**src/rtl/srgh_glitch_sched.sv**
```systemverilog
// S-RGH Trinity attempt sequencer: follows CPU POST progress, requests I2C
// slowdown/speedup, fires the reset glitch and reboots the console on failure.
module srgh_glitch_sched #(
  parameter int unsigned POST_SLOW     = 4,
  parameter int unsigned POST_GLITCH   = 6,
  parameter int unsigned GLITCH_DELAY  = 12,
  parameter int unsigned GLITCH_WIDTH  = 1,
  parameter int unsigned I2C_HOLD      = 8448,
  parameter int unsigned POST_OK       = 10,
  parameter int unsigned TIMEOUT       = 65535,
  parameter int unsigned REBOOT_CYCLES = 4000,
  parameter int unsigned MAX_ATTEMPTS  = 255
) (
  input  logic       clk_400k,
  input  logic       rst,
  input  logic       enable,
  input  logic       post_bit,
  output logic       i2c_send,
  output logic       glitch_rst,
  output logic       cpu_rst_hold,
  output logic       booted,
  output logic       gave_up,
  output logic [7:0] attempt_cnt,
  output logic [2:0] state_o
);

  typedef enum logic [2:0] {
    IDLE  = 3'd0,
    ARM   = 3'd1,
    SLOW  = 3'd2,
    DELAY = 3'd3,
    PULSE = 3'd4,
    WATCH = 3'd5,
    FAIL  = 3'd6,
    DONE  = 3'd7
  } state_t;

  localparam int TW = 17;
  localparam int HW = 16;

  function automatic int unsigned minus1(input int unsigned v);
    return (v > 0) ? v - 1 : 0;
  endfunction

  // Counters count down to 0 inclusive, so loads are one less than the span.
  localparam logic [TW-1:0] TIMEOUT_LOAD = TW'(minus1(TIMEOUT));
  localparam logic [TW-1:0] REBOOT_LOAD  = TW'(minus1(REBOOT_CYCLES));
  localparam logic [TW-1:0] DELAY_LOAD   = TW'(minus1(GLITCH_DELAY));
  localparam logic [HW-1:0] HOLD_LOAD    = HW'(minus1(I2C_HOLD));
  localparam logic [7:0]    WIDTH_LOAD   = 8'(minus1(GLITCH_WIDTH));
  localparam logic [7:0]    SLOW_EDGE    = 8'(POST_SLOW);
  localparam logic [7:0]    GLITCH_EDGE  = 8'(POST_GLITCH);
  localparam logic [7:0]    OK_EDGE      = 8'(POST_OK);
  localparam logic [7:0]    MAX_ATT      = 8'((MAX_ATTEMPTS > 255) ? 255 : MAX_ATTEMPTS);
  localparam bit            LIMITED      = (MAX_ATTEMPTS != 0);

  state_t          state;
  logic            sync1, sync2, post_prev;
  logic            post_edge, enter_arm;
  logic [7:0]      post_edges, edges_nxt;
  logic [TW-1:0]   timer;
  logic [HW-1:0]   hold_cnt;
  logic [7:0]      pulse_cnt;

  assign post_edge = sync2 ^ post_prev;
  assign edges_nxt = post_edges + {7'd0, post_edge && (post_edges != 8'hFF)};
  assign enter_arm = (state == IDLE) && enable && !booted && !gave_up;
  assign state_o   = state;

  // The FSM looks at edges_nxt so it reacts on the same clock the count lands.
  always_ff @(posedge clk_400k or posedge rst) begin
    if (rst) begin
      sync1      <= 1'b0;
      sync2      <= 1'b0;
      post_prev  <= 1'b0;
      post_edges <= 8'd0;
    end else begin
      sync1     <= post_bit;
      sync2     <= sync1;
      post_prev <= sync2;
      if (enter_arm) post_edges <= 8'd0;
      else           post_edges <= edges_nxt;
    end
  end

  always_ff @(posedge clk_400k or posedge rst) begin
    if (rst) begin
      state        <= IDLE;
      i2c_send     <= 1'b0;
      glitch_rst   <= 1'b0;
      cpu_rst_hold <= 1'b0;
      booted       <= 1'b0;
      gave_up      <= 1'b0;
      attempt_cnt  <= 8'd0;
      timer        <= '0;
      hold_cnt     <= '0;
      pulse_cnt    <= 8'd0;
    end else begin
      if (hold_cnt != 0) hold_cnt <= hold_cnt - 1'b1;
      unique case (state)
        IDLE: begin
          if (enter_arm) begin
            state <= ARM;
            timer <= TIMEOUT_LOAD;
            if (attempt_cnt != 8'hFF) attempt_cnt <= attempt_cnt + 1'b1;
          end
        end
        ARM: begin
          if (timer != 0) timer <= timer - 1'b1;
          if (edges_nxt == SLOW_EDGE && hold_cnt == 0) begin
            i2c_send <= 1'b1;
            hold_cnt <= HOLD_LOAD;
            state    <= SLOW;
          end else if (timer == 0) begin
            state <= FAIL;
          end
        end
        SLOW: begin
          if (timer != 0) timer <= timer - 1'b1;
          if (edges_nxt == GLITCH_EDGE) begin
            timer <= DELAY_LOAD;
            state <= DELAY;
          end else if (timer == 0) begin
            state <= FAIL;
          end
        end
        DELAY: begin
          if (timer == 0) begin
            glitch_rst <= 1'b1;
            pulse_cnt  <= WIDTH_LOAD;
            state      <= PULSE;
          end else begin
            timer <= timer - 1'b1;
          end
        end
        PULSE: begin
          if (glitch_rst) begin
            if (pulse_cnt == 0) glitch_rst <= 1'b0;
            else                pulse_cnt  <= pulse_cnt - 1'b1;
          end else if (hold_cnt == 0) begin
            i2c_send <= 1'b0;
            hold_cnt <= HOLD_LOAD;
            timer    <= TIMEOUT_LOAD;
            state    <= WATCH;
          end
        end
        WATCH: begin
          // Success is tested first so a boot landing on expiry still counts.
          if (edges_nxt >= OK_EDGE) begin
            booted <= 1'b1;
            state  <= DONE;
          end else if (timer == 0) begin
            state <= FAIL;
          end else begin
            timer <= timer - 1'b1;
          end
        end
        FAIL: begin
          if (cpu_rst_hold) begin
            if (timer == 0) begin
              cpu_rst_hold <= 1'b0;
              state        <= IDLE;
            end else begin
              timer <= timer - 1'b1;
            end
          end else if (hold_cnt == 0) begin
            if (i2c_send) begin
              i2c_send <= 1'b0;
              hold_cnt <= HOLD_LOAD;
            end
            if (LIMITED && attempt_cnt >= MAX_ATT) begin
              gave_up <= 1'b1;
              state   <= DONE;
            end else begin
              cpu_rst_hold <= 1'b1;
              timer        <= REBOOT_LOAD;
            end
          end
        end
        DONE: begin
          state <= DONE;
        end
        default: state <= IDLE;
      endcase
    end
  end

endmodule

```
**config.mk**
```make
export PLATFORM = sky130hd
export DESIGN_NAME = srgh_glitch_sched
export DESIGN_NICKNAME = d
export VERILOG_FILES = /design/src/rtl/srgh_glitch_sched.sv
export SDC_FILE = /design/constraint.sdc
export NUM_CORES = 1
export LEC_CHECK = 0
export BUFFER_PORTS_ARGS = -buffer_cell sky130_fd_sc_hd__buf_2
export CAP_MARGIN = 20
export CORE_MARGIN = 5
export CORE_UTILIZATION = 30
export CTS_CLUSTER_SIZE = 24
export DETAILED_ROUTE_END_ITERATION = 8
export HOLD_SLACK_MARGIN = 0.02
export SYNTH_ARGS = -nofsm -noshare
export SYNTH_HDL_FRONTEND = slang
export SYNTH_SLANG_ARGS = --single-unit
```
**constraint.sdc**
```tcl
create_clock -name clk_400k -period 3.24 [get_ports clk_400k]
set_input_delay 0.648 -clock clk_400k [delete_from_list [all_inputs] [get_ports clk_400k]]
set_output_delay 0.648 -clock clk_400k [all_outputs]
set_load 0.005 [all_outputs]
```
# [Word-level counts from Yosys, hierarchy flattened]
# Index checks and enable logic that the tools add are counted.
[totals] register_bits=68 latch_bits=0 ram_bits=0 rom_bits=0 in_bits=4 output_inout_bits=16 wordCells=121 mem_count=0
[classes] add_sub_neg=5 n_mul=0 n_div=0 n_lt_le_gt_ge=2 n_eq_ne=24 n_shift=0 n_mux=50 bitwise_logic=2 reduce_logical=24
[op_table] operator="17-bit 2-to-1 mux" count=10
[op_table] operator="17-bit one-hot mux with 7 select lines" count=1
[op_table] operator="16-bit 2-to-1 mux" count=7
[op_table] operator="16-bit one-hot mux with 3 select lines" count=1
[op_table] operator="3-bit 2-to-1 mux" count=12
[op_table] operator="8-bit 2-to-1 mux" count=4
[op_table] operator="3-bit one-hot mux with 8 select lines" count=1
[op_table] operator="2-bit != test, second input constant" count=9
[op_table] operator="17-bit logical NOT" count=1
[op_table] operator="17-bit nonzero test" count=1
[op_table] operator="17-bit by 1-bit subtractor with 17-bit output, second input constant" count=1
[op_table] operator="8-bit by 3-bit == test with 1-bit output, second input constant" count=2
[op_table] operator="16-bit logical NOT" count=1
[op_table] operator="8-bit != test, second input constant" count=2
[op_table] operator="8-bit one-hot mux with 2 select lines" count=1
[op_table] operator="16-bit nonzero test" count=1
[op_table] operator="16-bit by 1-bit subtractor with 16-bit output, second input constant" count=1
[op_table] operator="7-bit AND reduction" count=2
[op_table] operator="3-bit == test, second input constant" count=4
[op_table] operator="3-bit != test, second input constant" count=4
[op_table] operator="4-bit AND reduction" count=3
[op_table] operator="1-bit 2-to-1 mux" count=11
[op_table] operator="8-bit by 1-bit adder with 8-bit output" count=1
[op_table] operator="8-bit by 1-bit adder with 8-bit output, second input constant" count=1
[op_table] operator="18 further kinds" count=25

# [Depth between registers and ports, before layout]
[depth] ltp_word=7 ltp_mapped=14 depth_no_buf=11

# [Least setup slack after synthesis]
# No wires, ideal clock.
[synth_path] path_type="reg2reg" startpoint="register post_edges[4]" endpoint="register timer[4]" setup_ps=123 t_arrival_ps=2828 required_time_ps=3117 setup_slack_ps=290 stages_incl_launch_ff=15 n_path_buf=3 period_less_slack_ps=2950 path_cell_list="dfrtp_1 buf_2 nand4_1 nor2_1 nor2_1 ha_1 ha_1 clkbuf_1 o21ai_0 a21oi_1 o21ai_0 a41o_2 and2_1 buf_6 o221a_2"
[synth_between] elab_chain_cells=6 elab_cells_between_ends=9 cone_classes="add/sub (1); order compare (1); eq/ne (3); mux (2); reduce/logical (2)"
[synth_rtl] item="start, declared" line_no="60" rtl="logic [7:0] post_edges, edges_nxt;"
[synth_rtl] item="start signal, assigned" line_no="82" rtl="else post_edges <= edges_nxt;"
[synth_rtl] item="8-bit != test" line_no="66" rtl="assign edges_nxt = post_edges + {7'd0, post_edge && (post_edges != 8'hFF)};"
[synth_rtl] item="1-bit logical AND" line_no="66"
[synth_rtl] item="8-bit by 1-bit adder with 8-bit output *" line_no="66"
[synth_rtl] item="8-bit by 4-bit >= comparator with 1-bit output or 8-bit by 3-bit == test with 1-bit output (tied branches)" line_no="149, 120"
[synth_rtl] item="2-bit != test (no source line) or 17-bit 2-to-1 mux (tied branches)"
[synth_rtl] item="7-bit AND reduction (no source line) or 17-bit one-hot mux with 7 select lines (tied branches)"
[synth_rtl] item="end signal, assigned" line_no="109" rtl="if (timer != 0) timer <= timer - 1'b1;"
[synth_rtl] item="end signal, assigned" line_no="155" rtl="timer <= timer - 1'b1;"
[synth_rtl] item="end signal, assigned" line_no="164" rtl="timer <= timer - 1'b1;"
[synth_rtl] item="end, declared" line_no="61" rtl="logic [TW-1:0] timer;"
# Mark *: on every way between the ends. The rest lies on a longest branch, timed or not.
# A chain may end at the register's enable or synchronous reset.

# [Worst setup path after layout]
[layout_path] startpoint="register post_edges[6]" endpoint="register state[2], in the netlist state_o[2]"
[layout_between] elab_chain_cells=7 elab_cells_between_ends=11 cone_classes="add/sub (1); order compare (1); eq/ne (3); mux (4); reduce/logical (2)"
[layout_rtl] item="8-bit != test" line_no="66"
[layout_rtl] item="1-bit logical AND" line_no="66"
[layout_rtl] item="8-bit by 1-bit adder with 8-bit output *" line_no="66"
[layout_rtl] item="parallel branches: the longest is 3 deep, another holds 8-bit by 4-bit >= comparator with 1-bit output"
[layout_rtl] item="3-bit one-hot mux with 8 select lines *" line_no="100" rtl="unique case (state)"
[layout_rtl] item="end signal, assigned" line_no="103" rtl="state <= ARM;"
[layout_rtl] item="end signal, assigned" line_no="113" rtl="state <= SLOW;"
[layout_rtl] item="end signal, assigned" line_no="115" rtl="state <= FAIL;"
[layout_rtl] item="end, declared" line_no="57" rtl="state_t state;"
# Every way passes the cells marked *.

==> results.toml <==
[synth]
synth_most_common_cell = "dfrtp_1"
yosysTopAreaCell = "dfrtp_1"
synth_cells = 445
synth_cell_types = 71
synth.area.top_cells = "dfrtp_1 (41%), xnor2_1 (4.3%), nor2_1 (3.7%), nand2_1 (3.6%), ha_1 (2.7%)"
syn_area_mm2 = 0.00412
synth_common_cells = "dfrtp_1 (68), nor2_1 (41), nand2_1 (40)"
async_reset_ff_frac = 1.00
synthesis.nets = 458
synth_top_area_share = 0.413
syn_avg_cell_area_um2 = 9.25
ys.flop_type = "dfrtp_1"
synth_edf_count = 0
synth-warning-count = 0
ys_seq_area_frac = 0.413
ys_ff_latch = 68

[timing]
finalHoldViolCount = 0
timing.slew.headroom = 0.520
fmax_mhz = 329
fin_ws_ps = 198
drv_slew = 0
period_minus_slack_ps = 3040
finalCritPeriodShare = 0.939
finalSetupTns_ps = 0
fin_skew_ps = 7.67
setup_viol_count_final = 0
worst_pin_slew_ps = 714

[setup_path]
critPathCaptureType = "register"
critical_path.slowest_cell = "dfrtp_2"
path_delay_family = "compound AO/OA/AOI/OAI gates"
cpMostUsedCell = "nor2_1"
path_buf_inv = 2
rrSetupSlack_ps = 200
crit_path_start_kind = "register"
cpPeakStageDelay_ps = 410
reg2reg_to = "state_o[2]"
crit_chain = "nand4_1 -> nor2_1 -> nor2_1 -> ha_1 -> ha_2 -> a311oi_2 -> a31oi_1 -> nor4_2 -> clkdlybuf4s15_2 -> buf_4 -> nand2_1 -> a2bb2oi_1 -> a32o_1"
startpoint = "post_edges[6]"
required_ps = 3460
arrival_ps = 3260
crit_fanout = 7
reg2reg_depth = 13
reg2reg_from = "post_edges[6]"
path_class = "reg2reg"

[floorplanning]
num_rows = 42
core_area_mm2 = 0.0133
start_util = 0.308
dieArea_mm2 = 0.0162
ios = 20
die_w_um = 127
fp.dieH_um = 127

[final_layout]
nets = 496
n_antenna_cell = 0
final_util = 0.368
drive_gt1_frac = 0.182
area_delta_synth_final_pct = 19.4
fill_cells = 1354
stdcell_count = 664

[clock_network]
clockBufferDepth = 2
cts_hold_buf = 0
cts_inserted_buffers = 9
clock_latency_ps = 340
tritoncts = "done"
cts_root_buf = "clkbuf_16"
htree_levels = 3
cts.sinks = 68
clk_pin_slew_worst_paths_ps = 60

[drt]
drt_iter0_markers = 285
vias = 3578
drcViolationCount = 0
drtPass1Iterations = 4
viasPerCell = 5.39
wl_per_cell_um = 15.3
finalWirelength_mm = 10.1
drtAntennaViolNets = 0

[placement]
place_ws_ps = 46.8
dp_hpwl_mm = 7.21
io_buffers = 19
gp_congestion = 0.889
numPlacedInstances = 639

[global_routing]
grt_start_max_net_pins = 26
antenna_found_initial = 0
grt.total_usage = 0.127
grt_pass1_vias = 3370
grt-ovfl-total = 0
grt_pass1_wl_mm = 16.8

[power_and_ir_drop]
vdd_drop_max_uv = 385
p_per_area_mw_per_mm2 = 929
power_mw = 4.57
power_leakage_nw = 2.11

[job]
drv_cap = 0

[run_status]
status = "finished clean"

[hold_path]
hold_class = "in2async"
placed cells by master (no fill, tap or decap), types with 4 or more instances in the layout:
cell type,Yosys,final
dfrtp_1,68,66
nor2_1,41,41
nand2_1,40,40
buf_4,2,27
xnor2_1,20,20
inv_1,20,19
buf_2,11,19
nor3_1,16,16
o21ai_0,15,15
a21oi_1,15,15
nand4_1,14,14
nor4_1,14,14
o211ai_1,13,13
nand3_1,10,10
or3_1,10,10
a31oi_1,9,9
clkbuf_16,0,9
nor2b_1,8,8
xor2_1,8,8
ha_1,9,8
and3_1,5,5
o21a_1,4,4
nand2b_1,4,4
a211oi_1,4,4
layout make-up:
| class | instances | area, um^2 | share of cell area |
|---|---|---|---|
| clock buffer | 10 | 239 | 0.0486 |
| tap | 176 | 220 | 0.0448 |
| timing repair buffer | 47 | 309 | 0.0629 |
| sequential | 68 | 1700 | 0.347 |
| inverter | 20 | 75.1 | 0.0153 |
| multi-input combinational | 337 | 2250 | 0.459 |
| clock inverter | 6 | 111 | 0.0227 |
timing repair:
action,CTS,global route
buffers inserted,0,8
endpoints found under the setup margin,0,18
gates resized for setup,0,6
logic make-up after synthesis:
logic type | count (synthesis) | synth area share
mux | 4 | 0.0103
buf+inv | 40 | 0.0435
simple gates | 191 | 0.260
compound gates | 105 | 0.186
flops | 68 | 0.413
fa+ha+maj | 9 | 0.0274
xor+xnor | 28 | 0.0596
layer usage:
metal / vias up / GRT usage / share of wire
li1: 1725 / - / -
met5: - / 0 / 0
met4: 0 / 0.0549 / 0.019
met3: 16 / 0.0209 / 0.048
met2: 100 / 0.197 / 0.46
met1: 1737 / 0.175 / 0.47
flip-flops by register name (all words and copies together) (netlist names):
signal / flops
cpu_rst_hold: 1
attempt_cnt: 8
gave_up: 1
glitch_rst: 1
i2c_send: 1
state_o: 3
sync2: 1
hold_cnt: 16
timer: 17
booted: 1
pulse_cnt: 8
sync1: 1
post_edges: 8
post_prev: 1
report_power, final:
part	internal (mW)	switching (mW)	leakage, nW	total [mW]
clock	0.772	0.375	0.169	1.15
sequential	1.11	0.338	0.834	1.45
combinational	0.859	1.11	1.11	1.97
total	2.74	1.82	2.11	4.57
metrics by stage:
stage | hold slack, ps | cell area, um^2
after global routing | 365 | 4910
after CTS | 361 | 4820
after detailed placement | 338 | 4470
after global placement | 341 | 4470
final | 346 | 4910
after floorplan | 331 | 4120
worst max path at each step:
stage / to / slack, ps / cells past startpoint
floorplan: timer[4] / 290 / 14
global placement: timer[4] / 200 / 12
detailed placement: timer[13] / 50 / 12
CTS: timer[13] / 10 / 12
global route: timer[6] / -80 / 13
finish: state_o[2] / 200 / 13
No activity file was read; power rests on OpenSTA's default activity.
